==> config.mk <==
export PLATFORM = sky130hd
export DESIGN_NAME = output_interface_reader
export DESIGN_NICKNAME = d
export VERILOG_FILES = /design/src/rtl/output_interface_reader.sv
export SDC_FILE = /design/constraint.sdc
export NUM_CORES = 1
export LEC_CHECK = 0
export BUFFER_PORTS_ARGS = -buffer_cell sky130_fd_sc_hd__buf_4
export CAP_MARGIN = 30
export CORE_MARGIN = 2
export CORE_UTILIZATION = 55
export CTS_CLUSTER_SIZE = 14
export DETAILED_ROUTE_END_ITERATION = 10
export GPL_TIMING_DRIVEN = 0
export PLACE_DENSITY = 0.81
export SLEW_MARGIN = 40
export SYNTH_ARGS = -nofsm -noshare
export SYNTH_HDL_FRONTEND = slang
export SYNTH_SLANG_ARGS = --single-unit
==> constraint.sdc <==
create_clock -name clk -period 7.2 [get_ports clk]
set_input_delay 0.72 -clock clk [delete_from_list [all_inputs] [get_ports clk]]
set_output_delay 0.72 -clock clk [all_outputs]
set_load 0.01 [all_outputs]
==> src/rtl/output_interface_reader.sv <==
// Host-side reader for the 16-bit output pin interface: strobes four beats per
// buffered word out of the transmitter, reassembles them and offers the word downstream.
module output_interface_reader #(
  parameter int WORD_W      = 64,
  parameter int BUS_W       = 16,
  parameter int BEATS       = 4,
  parameter int HALF_PERIOD = 2
) (
  input  logic              clk,
  input  logic              reset,
  input  logic              start,
  input  logic              abort,
  input  logic              data_ready,
  input  logic              finish,
  input  logic [BUS_W-1:0]  bus_in,
  output logic              rd_strobe,
  output logic              rd_req_n,
  output logic [WORD_W-1:0] word_out,
  output logic              word_valid,
  input  logic              word_ready,
  output logic [15:0]       word_count,
  output logic              busy,
  output logic              done
);

  localparam int BEAT_W = (BEATS > 1) ? $clog2(BEATS) : 1;
  localparam logic [BEAT_W-1:0] LAST_BEAT = BEAT_W'(BEATS - 1);
  localparam logic [7:0] LAST_PHASE = 8'(HALF_PERIOD - 1);

  typedef enum logic [2:0] {
    S_IDLE,
    S_WAIT_RDY,
    S_STROBE_HI,
    S_STROBE_LO,
    S_DELIVER,
    S_DONE
  } state_t;

  state_t            state, state_n;
  logic [BEAT_W-1:0] beat, beat_n;
  logic [7:0]        phase, phase_n;
  logic              rd_strobe_n, rd_req_n_n, word_valid_n, busy_n, done_n;
  logic [WORD_W-1:0] word_out_n;
  logic [15:0]       word_count_n;
  logic              data_ready_m, data_ready_s, finish_m, finish_s;

  // Pin handshakes come from another clock domain, so only their double-registered copies steer the FSM.
  always_ff @(posedge clk or posedge reset) begin
    if (reset) begin
      data_ready_m <= 1'b0;
      data_ready_s <= 1'b0;
      finish_m     <= 1'b0;
      finish_s     <= 1'b0;
    end else begin
      data_ready_m <= data_ready;
      data_ready_s <= data_ready_m;
      finish_m     <= finish;
      finish_s     <= finish_m;
    end
  end

  always_ff @(posedge clk or posedge reset) begin
    if (reset) begin
      state      <= S_IDLE;
      beat       <= '0;
      phase      <= '0;
      rd_strobe  <= 1'b0;
      rd_req_n   <= 1'b1;
      word_out   <= '0;
      word_valid <= 1'b0;
      word_count <= '0;
      busy       <= 1'b0;
      done       <= 1'b0;
    end else begin
      state      <= state_n;
      beat       <= beat_n;
      phase      <= phase_n;
      rd_strobe  <= rd_strobe_n;
      rd_req_n   <= rd_req_n_n;
      word_out   <= word_out_n;
      word_valid <= word_valid_n;
      word_count <= word_count_n;
      busy       <= busy_n;
      done       <= done_n;
    end
  end

  always_comb begin
    state_n      = state;
    beat_n       = beat;
    phase_n      = phase;
    rd_strobe_n  = rd_strobe;
    rd_req_n_n   = rd_req_n;
    word_out_n   = word_out;
    word_valid_n = word_valid;
    word_count_n = word_count;
    busy_n       = busy;
    done_n       = done;

    // Abort drops any partial word but keeps the count of words already handed off.
    if (state != S_IDLE && abort) begin
      state_n      = S_IDLE;
      beat_n       = '0;
      phase_n      = '0;
      rd_strobe_n  = 1'b0;
      rd_req_n_n   = 1'b1;
      word_valid_n = 1'b0;
      busy_n       = 1'b0;
    end else begin
      case (state)
        S_IDLE: begin
          if (start && !abort) begin
            state_n      = S_WAIT_RDY;
            rd_req_n_n   = 1'b0;
            busy_n       = 1'b1;
            done_n       = 1'b0;
            word_count_n = '0;
            beat_n       = '0;
          end
        end
        S_WAIT_RDY: begin
          if (data_ready_s) begin
            state_n     = S_STROBE_HI;
            phase_n     = '0;
            rd_strobe_n = 1'b1;
          end else if (finish_s) begin
            state_n = S_DONE;
          end
        end
        S_STROBE_HI: begin
          if (phase == LAST_PHASE) begin
            state_n     = S_STROBE_LO;
            phase_n     = '0;
            rd_strobe_n = 1'b0;
          end else begin
            phase_n = phase + 8'd1;
          end
        end
        S_STROBE_LO: begin
          if (phase == LAST_PHASE) begin
            phase_n = '0;
            word_out_n[BUS_W*int'(beat) +: BUS_W] = bus_in;
            if (beat == LAST_BEAT) begin
              beat_n       = '0;
              word_valid_n = 1'b1;
              state_n      = S_DELIVER;
            end else begin
              beat_n      = beat + BEAT_W'(1);
              rd_strobe_n = 1'b1;
              state_n     = S_STROBE_HI;
            end
          end else begin
            phase_n = phase + 8'd1;
          end
        end
        S_DELIVER: begin
          if (word_ready) begin
            word_valid_n = 1'b0;
            if (word_count != 16'hFFFF) word_count_n = word_count + 16'd1;
            state_n = S_WAIT_RDY;
          end
        end
        S_DONE: begin
          rd_req_n_n = 1'b1;
          busy_n     = 1'b0;
          done_n     = 1'b1;
          state_n    = S_IDLE;
        end
        default: state_n = S_IDLE;
      endcase
    end
  end

endmodule

==> impl_metrics.py, run 1 <==
metrics = {
    "worst_setup_path": {
        "critPathCaptureType": "flop",
        "crit_path_max_incr_delay_ns": 0.66,
        "cp_max_fo": 10,
        "crit_buf_inv": 2,
        "crit_path_start": "beat[0]",
        "cp.depth": 6,
        "r2r_slack_ns": 4.76,
        "required_ns": 7.48,
        "worst-setup-path-type": "reg -> reg",
        "crit_family": "simple AND/OR/NAND/NOR gates",
        "cp.arrival_ns": 2.72,
        "crit_chain": "inv_1, ha_1, nor3b_1, clkbuf_1, nand2_1, o21ai_0",
        "cp-start-kind": "flop",
        "rr_startpoint": "beat[0]",
        "setup.worst_path.end": "word_out[6]",
        "reg2reg_to": "word_out[6]",
        "slowest_stage": "nor3b_1",
        "r2r_cells": 6,
    },
    "yosys": {
        "syn_nets": 565,
        "synth_edf_count": 0,
        "ys_ff_latch": 102,
        "synthFlopType": "dfrtp_1",
        "synthCells": 533,
        "seq_area_frac_synth": 0.5321,
        "synth-async-reset-ratio": 1.000,
        "syn_avg_cell_area_um2": 9.005,
        "synth.distinct_cells": 53,
        "synth_area_mm2": 0.004800,
        "yosys_warnings": 0,
    },
    "die": {
        "die_h_um": 97.42,
        "fp.dieW_um": 97.42,
        "pin_count": 108,
        "num_rows": 34,
        "core_area_mm2": 0.008593,
        "dieArea_mm2": 0.009490,
        "initial_core_util": 0.5585,
    },
    "outcome": {
        "outcome": "finished, final reports clean",
    },
    "clock_network": {
        "ctsResizeCount": 0,
        "clkLatencyLatePin_ns": 0.37,
        "holdBufCountCts": 0,
        "tritoncts": "done",
        "cts_root_buf": "clkbuf_8",
        "cts.sinks": 102,
        "post_cts_buffers": 0,
        "cts_max_path_buffers": 2,
        "clk_pin_slew_worst_paths_ns": 0.10,
        "h-tree-depth": 3,
        "cts_buffers": 9,
    },
    "detailed_routing": {
        "wl_per_cell_um": 15.88,
        "vias_per_cell": 5.765,
        "drc": 0,
        "vias": 4410,
        "dr.pass1.iters": 5,
        "first_iter_violations": 246,
        "wl_um": 12150,
        "ant_nets": 0,
    },
    "sta": {
        "max_freq_mhz": 409.5,
        "finalClockSkew_ns": 0.01320,
        "rsz0062_at_grt": "false",
        "drv_slew": 0,
        "setup_viol": 0,
        "max-slew-margin-rel": 0.4810,
        "fin_tns_setup_ns": 0,
        "period_minus_slack_ns": 2.442,
        "worst_pin_slew_ns": 0.7769,
        "report.final.hold_viol_count": 0,
        "fin_crit_sh": 0.3392,
    },
    "flow_run": {
        "maxCapViolations": 0,
    },
    "grt": {
        "grt_overflow": 0,
        "grt_pass1_vias": 4083,
        "antenna_found_initial": 0,
        "grt.total_usage": 0.2567,
        "grt_max_degree": 67,
        "grt_pass1_wl_um": 19890,
    },
    "finish": {
        "final_common_cell": "nand2_1",
        "final_cell_mix": "nand2_1, buf_4, dfrtp_1",
        "nets": 684,
        "drive_gt1_frac": 0.2374,
        "syn_to_final_growth_pct": 24.69,
        "diodes": 0,
    },
    "placed_design": {
        "port_buffers": 107,
        "finalWeightedCongestion": 0.8850,
        "place_hpwl_um": 8960,
    },
    "power_and_ir_drop": {
        "leakagePower_nw": 2.806,
        "irDropWorstVdd_mv": 0.1374,
        "p_total_mw": 1.481,
        "powerDensity_mw_per_mm2": 247.5,
    },
    "worst_hold_path": {
        "hold_class": "in -> async",
    },
}
[metal layers]
metal / vias to the layer above / GRT usage / wire (µm)
met1: 2124 / 0.3570 / 5144
met2: 184 / 0.4191 / 5999
met4: 0 / 0.08440 / 207
met5: - / 0 / 0
met3: 19 / 0.03741 / 800
li1: 2083 / - / -
[through the flow]
stage                     setup WS (ns)  std cells  hold WS (ns)    util  instance area [µm²]
final                             4.758        765        0.3001  0.6964                 5984
after global routing              4.503        765        0.3127  0.6964                 5984
after CTS                         4.666        765        0.3094  0.6958                 5979
after detailed placement          4.668        749        0.3457  0.6718                 5773
after global placement            2.733        748        0.3315  0.6677                 5738
after floorplan                   3.806        533        0.3312       -                 4800
[sequential cells by signal, indices dropped and copies added, names as in the netlist]
signal and flops:
word_out 64, word_count 16, phase 8, state 3
beat 2, busy 1, data_ready_m 1, data_ready_s 1
done 1, finish_m 1, finish_s 1, rd_req_n 1
rd_strobe 1, word_valid 1
[how the worst min path moves through the flow]
stage	start	end	slack [ns]	depth (start not counted)
after global routing	reset	word_out[32]	0.31	2
after global placement	finish_m	finish_s	0.33	0
after detailed placement	data_ready_m	data_ready_s	0.35	0
after CTS	reset	word_out[32]	0.31	2
final	reset	word_out[32]	0.30	2
after floorplan	data_ready_m	data_ready_s	0.33	0
[area by class of cell]
class / instances / area [µm²]
fill: 687 / 2609
sequential: 102 / 2554
multi-input combinational: 392 / 2074
timing repair buffer: 108 / 830.8
clock buffer: 11 / 141.4
buffer: 28 / 135.1
tap: 108 / 135.1
clock inverter: 5 / 65.06
inverter: 11 / 48.80
[cells in the mapped netlist (2+ instances only)]
cell | instances | area share
buf_6 | 2 | 0.0047
nor3_1 | 6 | 0.0063
nor2_1 | 17 | 0.013
a21oi_1 | 16 | 0.017
and3_1 | 4 | 0.0052
buf_2 | 10 | 0.010
mux2i_1 | 2 | 0.0042
nand2b_1 | 3 | 0.0039
a2bb2oi_1 | 2 | 0.0037
clkbuf_1 | 14 | 0.011
a32o_1 | 2 | 0.0042
o21ai_0 | 88 | 0.092
a21o_1 | 7 | 0.011
ha_1 | 9 | 0.023
inv_1 | 11 | 0.0086
a41oi_1 | 3 | 0.0055
o22ai_1 | 2 | 0.0026
a31oi_1 | 11 | 0.014
o21ai_2 | 2 | 0.0037
nand2_1 | 153 | 0.12
nor2b_1 | 3 | 0.0039
clkbuf_2 | 2 | 0.0021
nand3_1 | 14 | 0.015
o211ai_1 | 3 | 0.0047
nand4_1 | 6 | 0.0078
nor4_1 | 4 | 0.0052
nor3b_1 | 8 | 0.013
o31ai_1 | 4 | 0.0063
dfrtp_1 | 101 | 0.53
[worst register-to-register path: stages, from the launching register on]
cell and delay (ns):
dfrtp_1 0.51, inv_1 0.17, ha_1 0.38, nor3b_1 0.66, clkbuf_1 0.39, nand2_1 0.09, o21ai_0 0.16
[where the power goes]
part	internal, mW	switching, mW
Clock	0.174	0.205
Sequential	0.636	0.0488
Combinational	0.176	0.241
[logic make-up (layout without fill, tap and decap cells)]
kind of cell,Yosys count,count (layout),share of synthesized area
buffers and inverters,39,163,0.03676
DFF,102,102,0.5321
muxes,3,3,0.006517
AOI/OAI and AO/OA,148,148,0.1825
adders and majority gates,9,9,0.02346
and+or+nand+nor,232,232,0.2187
Power figures use the tool's default switching activity.
==> run 2, diff against run 1 <==
CORE_UTILIZATION = 49   (was 55)
PLACE_DENSITY = 0.76   (was 0.81)
clock period = 2.2 ns   (was 7.2 ns; I/O delays follow)
==> impl_metrics.py, run 2 (same netlist as run 1, synthesis figures left out) <==
metrics = {
    "finish": {
        "largest_reg_flops": 64,
        "regArea_mm2": 0.002555,
        "nets": 698,
        "multi_input_area_mm2": 0.002127,
        "fill_cells": 824,
        "diodes": 0,
        "final_area_mm2": 0.006233,
        "syn_to_final_growth_pct": 29.87,
        "final_common_cell": "nand2_1",
        "top_regs": "word_out: 64 flops, word_count: 16 flops, phase: 8 flops",
        "regMostFlops": "word_out",
        "final_cell_mix": "nand2_1, buf_4, dfrtp_1",
        "drive_gt1_frac": 0.2727,
    },
    "placed_design": {
        "finalWeightedCongestion": 0.8661,
        "port_buffers": 107,
        "place_hpwl_um": 9181,
        "place_area_mm2": 0.005876,
    },
    "sta": {
        "max-slew-margin-rel": 0.4792,
        "setup_viol": 0,
        "fin_crit_sh": 0.9499,
        "rsz0062_at_grt": "false",
        "fin_tns_setup_ns": 0,
        "max_freq_mhz": 478.5,
        "drv_slew": 0,
        "period_minus_slack_ns": 2.090,
        "worst_pin_slew_ns": 0.7811,
        "finalClockSkew_ns": 0.01301,
        "report.final.hold_viol_count": 0,
    },
    "outcome": {
        "outcome": "finished, final reports clean",
    },
    "clock_network": {
        "cts_root_buf": "clkbuf_8",
        "cts_buffers": 9,
        "clkLatencyLatePin_ns": 0.37,
        "clk_pin_slew_worst_paths_ns": 0.10,
        "h-tree-depth": 3,
        "cts.sinks": 102,
        "tritoncts": "done",
        "cts_max_path_buffers": 2,
    },
    "worst_setup_path": {
        "critPathCaptureType": "flop",
        "crit_chain": "inv_1, ha_1, or4b_4, nor2_4, nand3_1, buf_2, nand2_1, o21ai_0",
        "crit_path_max_incr_delay_ns": 0.51,
        "required_ns": 2.44,
        "cp.arrival_ns": 2.33,
        "cp-start-kind": "flop",
        "worst-setup-path-type": "reg -> reg",
        "cp_max_fo": 10,
        "slowest_stage": "or4b_4",
        "r2r_cells": 8,
    },
    "worst_hold_path": {
        "hold_class": "in -> reg",
        "min_path_cells": 3,
    },
    "detailed_routing": {
        "wl_per_cell_um": 15.10,
        "dr.pass1.iters": 8,
        "wl_met2_um": 5929,
        "vias_per_cell": 5.479,
        "met3_length_um": 772,
        "ant_nets": 0,
        "drc": 0,
        "wl_um": 12140,
        "vias": 4405,
        "first_iter_violations": 267,
        "m1WireLength_um": 5169,
        "routed.top_layer": "met4",
    },
    "grt": {
        "grt_overflow": 0,
        "antenna_found_initial": 0,
        "grt_max_degree": 28,
        "grt.total_usage": 0.2371,
        "grt_pass1_wl_um": 19540,
        "grt_pass1_vias": 4000,
    },
    "power_and_ir_drop": {
        "p_total_mw": 4.868,
        "irDropWorstVdd_mv": 0.5159,
        "powerDensity_mw_per_mm2": 781.0,
        "leakagePower_nw": 2.933,
    },
    "flow_run": {
        "maxCapViolations": 0,
    },
    "die": {
        "fp.dieW_um": 103.0,
        "pin_count": 108,
        "num_rows": 36,
        "die_h_um": 103.0,
        "dieArea_mm2": 0.01060,
        "core_area_mm2": 0.009639,
        "initial_core_util": 0.4979,
    },
}
-- run 2: changes by cell type in the layout (fill, tap and decap cells not counted), moves of 2 or more --
cell,before,now
ha_2,0,2
nor3_1,6,4
clkinv_4,0,2
inv_8,2,0
buf_4,107,115
clkbuf_1,15,7
buf_16,1,3
dlygate4sd3_1,0,3
clkbuf_2,2,10
nor3b_2,2,0
ha_1,9,7
nor3b_4,0,3
-- run 2: final timing paths --
| check | startpoint | endpoint | slack [ns] |
|---|---|---|---|
| min in group asynchronous | reset | word_out[44] | 0.43 |
| max in group asynchronous | reset | word_out[53] | 1.13 |
| hold / removal | bus_in[4] | word_out[20] | 0.12 |
| setup reg to reg | phase[1] | word_out[14] | 0.11 |
| setup / recovery | phase[1] | word_out[14] | 0.11 |
| hold reg to reg | finish_m | finish_s | 0.36 |
-- run 2: through the flow --
step                      hold WS [ns]  utilization  setup WS, ns  instances
after detailed placement        0.2708       0.6096       -0.2604        777
after CTS                       0.1173       0.6350      -0.09235        796
after floorplan                 0.2514            -        0.2276        533
after global placement          0.3312       0.5989       -0.1787        773
final                           0.1229       0.6467        0.1102        804
after global routing            0.1097       0.6467       0.01060        804
-- run 2: critical path: cells and delay by family, from the launching register on --
kind                       cells  cell delay [ns]
AOI/OAI and AO/OA              1             0.08
buffers and inverters          2             0.33
DFF                            1             0.40
and+or+nand+nor                4             1.03
adders and majority gates      1             0.13
-- run 2: cell type report --
cell class / instances / area share
sequential: 102 / 0.4099
multi-input combinational: 392 / 0.3412
timing repair buffer: 122 / 0.1598
tap: 133 / 0.02670
buffer: 28 / 0.02328
clock buffer: 10 / 0.02047
clock inverter: 6 / 0.01144
inverter: 11 / 0.007226
-- run 2: routing by layer --
| layer | global-route usage | up-vias |
|---|---|---|
| li1 | - | 2106 |
| met4 | 0.07794 | 0 |
| met1 | 0.3205 | 2101 |
| met5 | 0 | - |
| met2 | 0.3901 | 172 |
| met3 | 0.04136 | 26 |
-- run 2: timing repair --
item,4_1_cts,5_1_grt
endpoints found under the hold margin,14,0
gates resized for setup,4,24
setup buffers,0,8
hold buffers,3,0
endpoints found under the setup margin,33,48
-- run 2: where the power goes --
| group | total, mW | switching, mW | leakage, nW | internal, mW |
|---|---|---|---|---|
| Sequential | 2.23 | 0.152 | 1.39 | 2.08 |
| Clock | 1.19 | 0.660 | 0.0931 | 0.535 |
| Combinational | 1.44 | 0.818 | 1.45 | 0.622 |
==> run 3, diff against run 2 <==
ABC_AREA = 1   (was not set)
CORE_UTILIZATION = 50   (was 49)
PLACE_DENSITY = 0.77   (was 0.76)
==> impl_metrics.py, run 3 <==
metrics = {
    "power_and_ir_drop": {
        "p_sw_mw": 1.756,
        "p_clk_frac": 0.235,
        "p_sw_frac": 0.3654,
        "leakagePower_nw": 3.149,
        "combPwrFrac": 0.320,
        "intPower_mw": 3.050,
        "irDropWorstVdd_mv": 0.4047,
        "p_total_mw": 4.807,
        "power_frac_seq": 0.445,
        "powerDensity_mw_per_mm2": 748.7,
    },
    "clock_network": {
        "clkLatencyLatePin_ns": 0.37,
        "cts_root_buf": "clkbuf_8",
        "post_cts_buffers": 0,
        "cts.sinks": 102,
        "tritoncts": "done",
        "h-tree-depth": 3,
        "cts_buffers": 9,
        "clk_pin_slew_worst_paths_ns": 0.11,
        "cts_max_path_buffers": 2,
    },
    "sta": {
        "setup_viol": 0,
        "worst_pin_slew_ns": 0.5866,
        "max_freq_mhz": 499.3,
        "fin_crit_sh": 0.9104,
        "max-slew-margin-rel": 0.6068,
        "rsz0062_at_grt": "false",
        "period_minus_slack_ns": 2.003,
        "setup_ws_ns": 0.1972,
        "finalClockSkew_ns": 0.01449,
        "drv_slew": 0,
        "report.final.hold_viol_count": 0,
    },
    "die": {
        "core_area_mm2": 0.009864,
        "num_rows": 36,
        "die_h_um": 105.1,
        "fp.dieW_um": 105.1,
        "initial_core_util": 0.5184,
        "pin_count": 108,
        "dieArea_mm2": 0.01105,
    },
    "detailed_routing": {
        "drc": 0,
        "dr.pass1.iters": 4,
        "ant_nets": 0,
        "wl_um": 12510,
        "vias_per_cell": 5.124,
        "first_iter_violations": 194,
        "vias": 4422,
        "wl_per_cell_um": 14.50,
    },
    "finish": {
        "finalNonFillerCells": 863,
        "top_regs": "word_out: 64 flops, word_count: 16 flops, phase: 8 flops",
        "regMostFlops": "word_out",
        "drive_gt1_frac": 0.2904,
        "fill_cells": 835,
        "fin_util": 0.6508,
        "final_common_cell": "nand2_1",
        "syn_to_final_growth_pct": 25.54,
        "final_cell_mix": "nand2_1, buf_4, dfrtp_1",
        "regArea_mm2": 0.002555,
        "final_area_mm2": 0.006420,
        "nets": 757,
        "multi_input_area_mm2": 0.002298,
        "largest_reg_flops": 64,
        "diodes": 0,
    },
    "flow_run": {
        "maxCapViolations": 0,
    },
    "worst_setup_path": {
        "crit_chain": "inv_2, ha_1, clkbuf_2, nor3_2, clkbuf_2, nand2_1, o21ai_1",
        "slowest_stage": "dfrtp_2",
        "cp_max_fo": 10,
        "required_ns": 2.49,
        "cp.arrival_ns": 2.29,
        "critPathCaptureType": "flop",
        "cp-start-kind": "flop",
        "r2r_cells": 7,
        "worst-setup-path-type": "reg -> reg",
        "critical_path.most_common_cell": "clkbuf_2",
        "crit_path_max_incr_delay_ns": 0.49,
    },
    "yosys": {
        "synth_edf_count": 0,
        "synth_mux_area_frac": 0,
        "yosysTopAreaCell": "dfrtp_1",
        "syn_nets": 632,
        "synth.distinct_cells": 29,
        "synthFlopType": "dfrtp_1",
        "ys_top_cells_by_count": "nand2_1, dfrtp_1, o21ai_1",
        "yosys.area_share.simple": 0.2855,
        "synth_compound_area_frac": 0.1204,
        "yosysTopAreaCellShare": 0.4943,
        "synth_area_mm2": 0.005114,
        "ys_ff_latch": 102,
        "synth-async-reset-ratio": 1.000,
        "seq_area_frac_synth": 0.4994,
        "synth_top_family_by_area": "simple AND/OR/NAND/NOR gates",
        "synthCells": 600,
        "synth_xor_area_frac": 0.02055,
        "yosys_warnings": 0,
        "yosys-top-cells-area": "dfrtp_1, nand2_1, o21ai_2, o21ai_1, nand3_1",
        "synth.most_common_cell": "nand2_1",
        "synthAdderAreaFrac": 0.02202,
        "syn_avg_cell_area_um2": 8.523,
    },
    "worst_hold_path": {
        "min_path_cells": 3,
        "hold_class": "in -> reg",
    },
    "outcome": {
        "outcome": "finished, final reports clean",
    },
    "grt": {
        "grt_max_degree": 25,
        "grt_pass1_wl_um": 20910,
        "grt.total_usage": 0.2371,
        "grt_overflow": 0,
        "grt_pass1_vias": 4369,
        "antenna_found_initial": 0,
    },
    "placed_design": {
        "finalWeightedCongestion": 0.9348,
        "dp.cells": 844,
        "place_ws_ns": -0.08570,
        "place_area_mm2": 0.006197,
        "port_buffers": 107,
        "place_hpwl_um": 9632,
    },
}
[run 3: cell type report]
| type | count | area share |
|---|---|---|
| plain buffers | 22 | 0.02339 |
| clock buffers | 11 | 0.02202 |
| clock inverters | 5 | 0.006431 |
| inverters | 32 | 0.01929 |
| multi-input cells | 444 | 0.3580 |
| flip-flops and latches | 102 | 0.3980 |
| well taps | 133 | 0.02592 |
| repair buffers | 114 | 0.1469 |
[run 3: worst paths after layout]
path	startpoint	endpoint	slack [ns]
setup reg to reg	beat[0]	word_out[53]	0.20
setup / recovery	beat[0]	word_out[53]	0.20
hold reg to reg	data_ready_m	data_ready_s	0.36
min in group asynchronous	reset	word_out[48]	0.42
hold / removal	bus_in[4]	word_out[20]	0.14
max in group asynchronous	reset	rd_req_n	1.06
[run 3: layer usage]
metal  vias up  track usage  part of all wire
met5         -            0                 0
met4         0      0.09333             0.023
met3        21      0.08047             0.079
met2       129       0.3817              0.48
met1      2087       0.2940              0.42
li1       2185            -                 -
[run 3: metrics by stage]
step	hold WS [ns]	setup TNS, ns
floorplan	0.2514	0
global placement	0.3312	0
detailed placement	0.2661	-0.5092
CTS	0.1196	0
global route	0.1173	0
finish	0.1379	0
[run 3: critical path, delay by kind of cell (launching register included)]
| family | cells | cell delay [ns] |
|---|---|---|
| AOI/OAI and AO/OA | 1 | 0.15 |
| adders and majority gates | 1 | 0.33 |
| buffers and inverters | 3 | 0.62 |
| DFF | 1 | 0.49 |
| and+or+nand+nor | 2 | 0.36 |
[run 3: what timing repair did]
item / CTS / global route
hold endpoints to repair: 16 / 0
resized for setup: 1 / 6
hold buffers: 3 / 0
endpoints found under the setup margin: 10 / 31
[run 3: logic make-up (layout without fill, tap and decap cells)]
family,Yosys count,after routing
AOI/OAI and AO/OA,97,97
and+or+nand+nor,326,326
DFF,102,102
buffers and inverters,54,184
xor gates and xnor gates,12,12
adders and majority gates,9,9
[run 3: power groups by stage]
stage                     sequential, mW  clock (mW)  combinational [mW]
after global placement              2.17           0                1.46
after global routing                2.16        1.24                1.71
after detailed placement            2.17           0                1.53
after CTS                           2.14        1.15                1.53
after floorplan                     2.20           0                1.00
final                               2.14        1.13                1.54
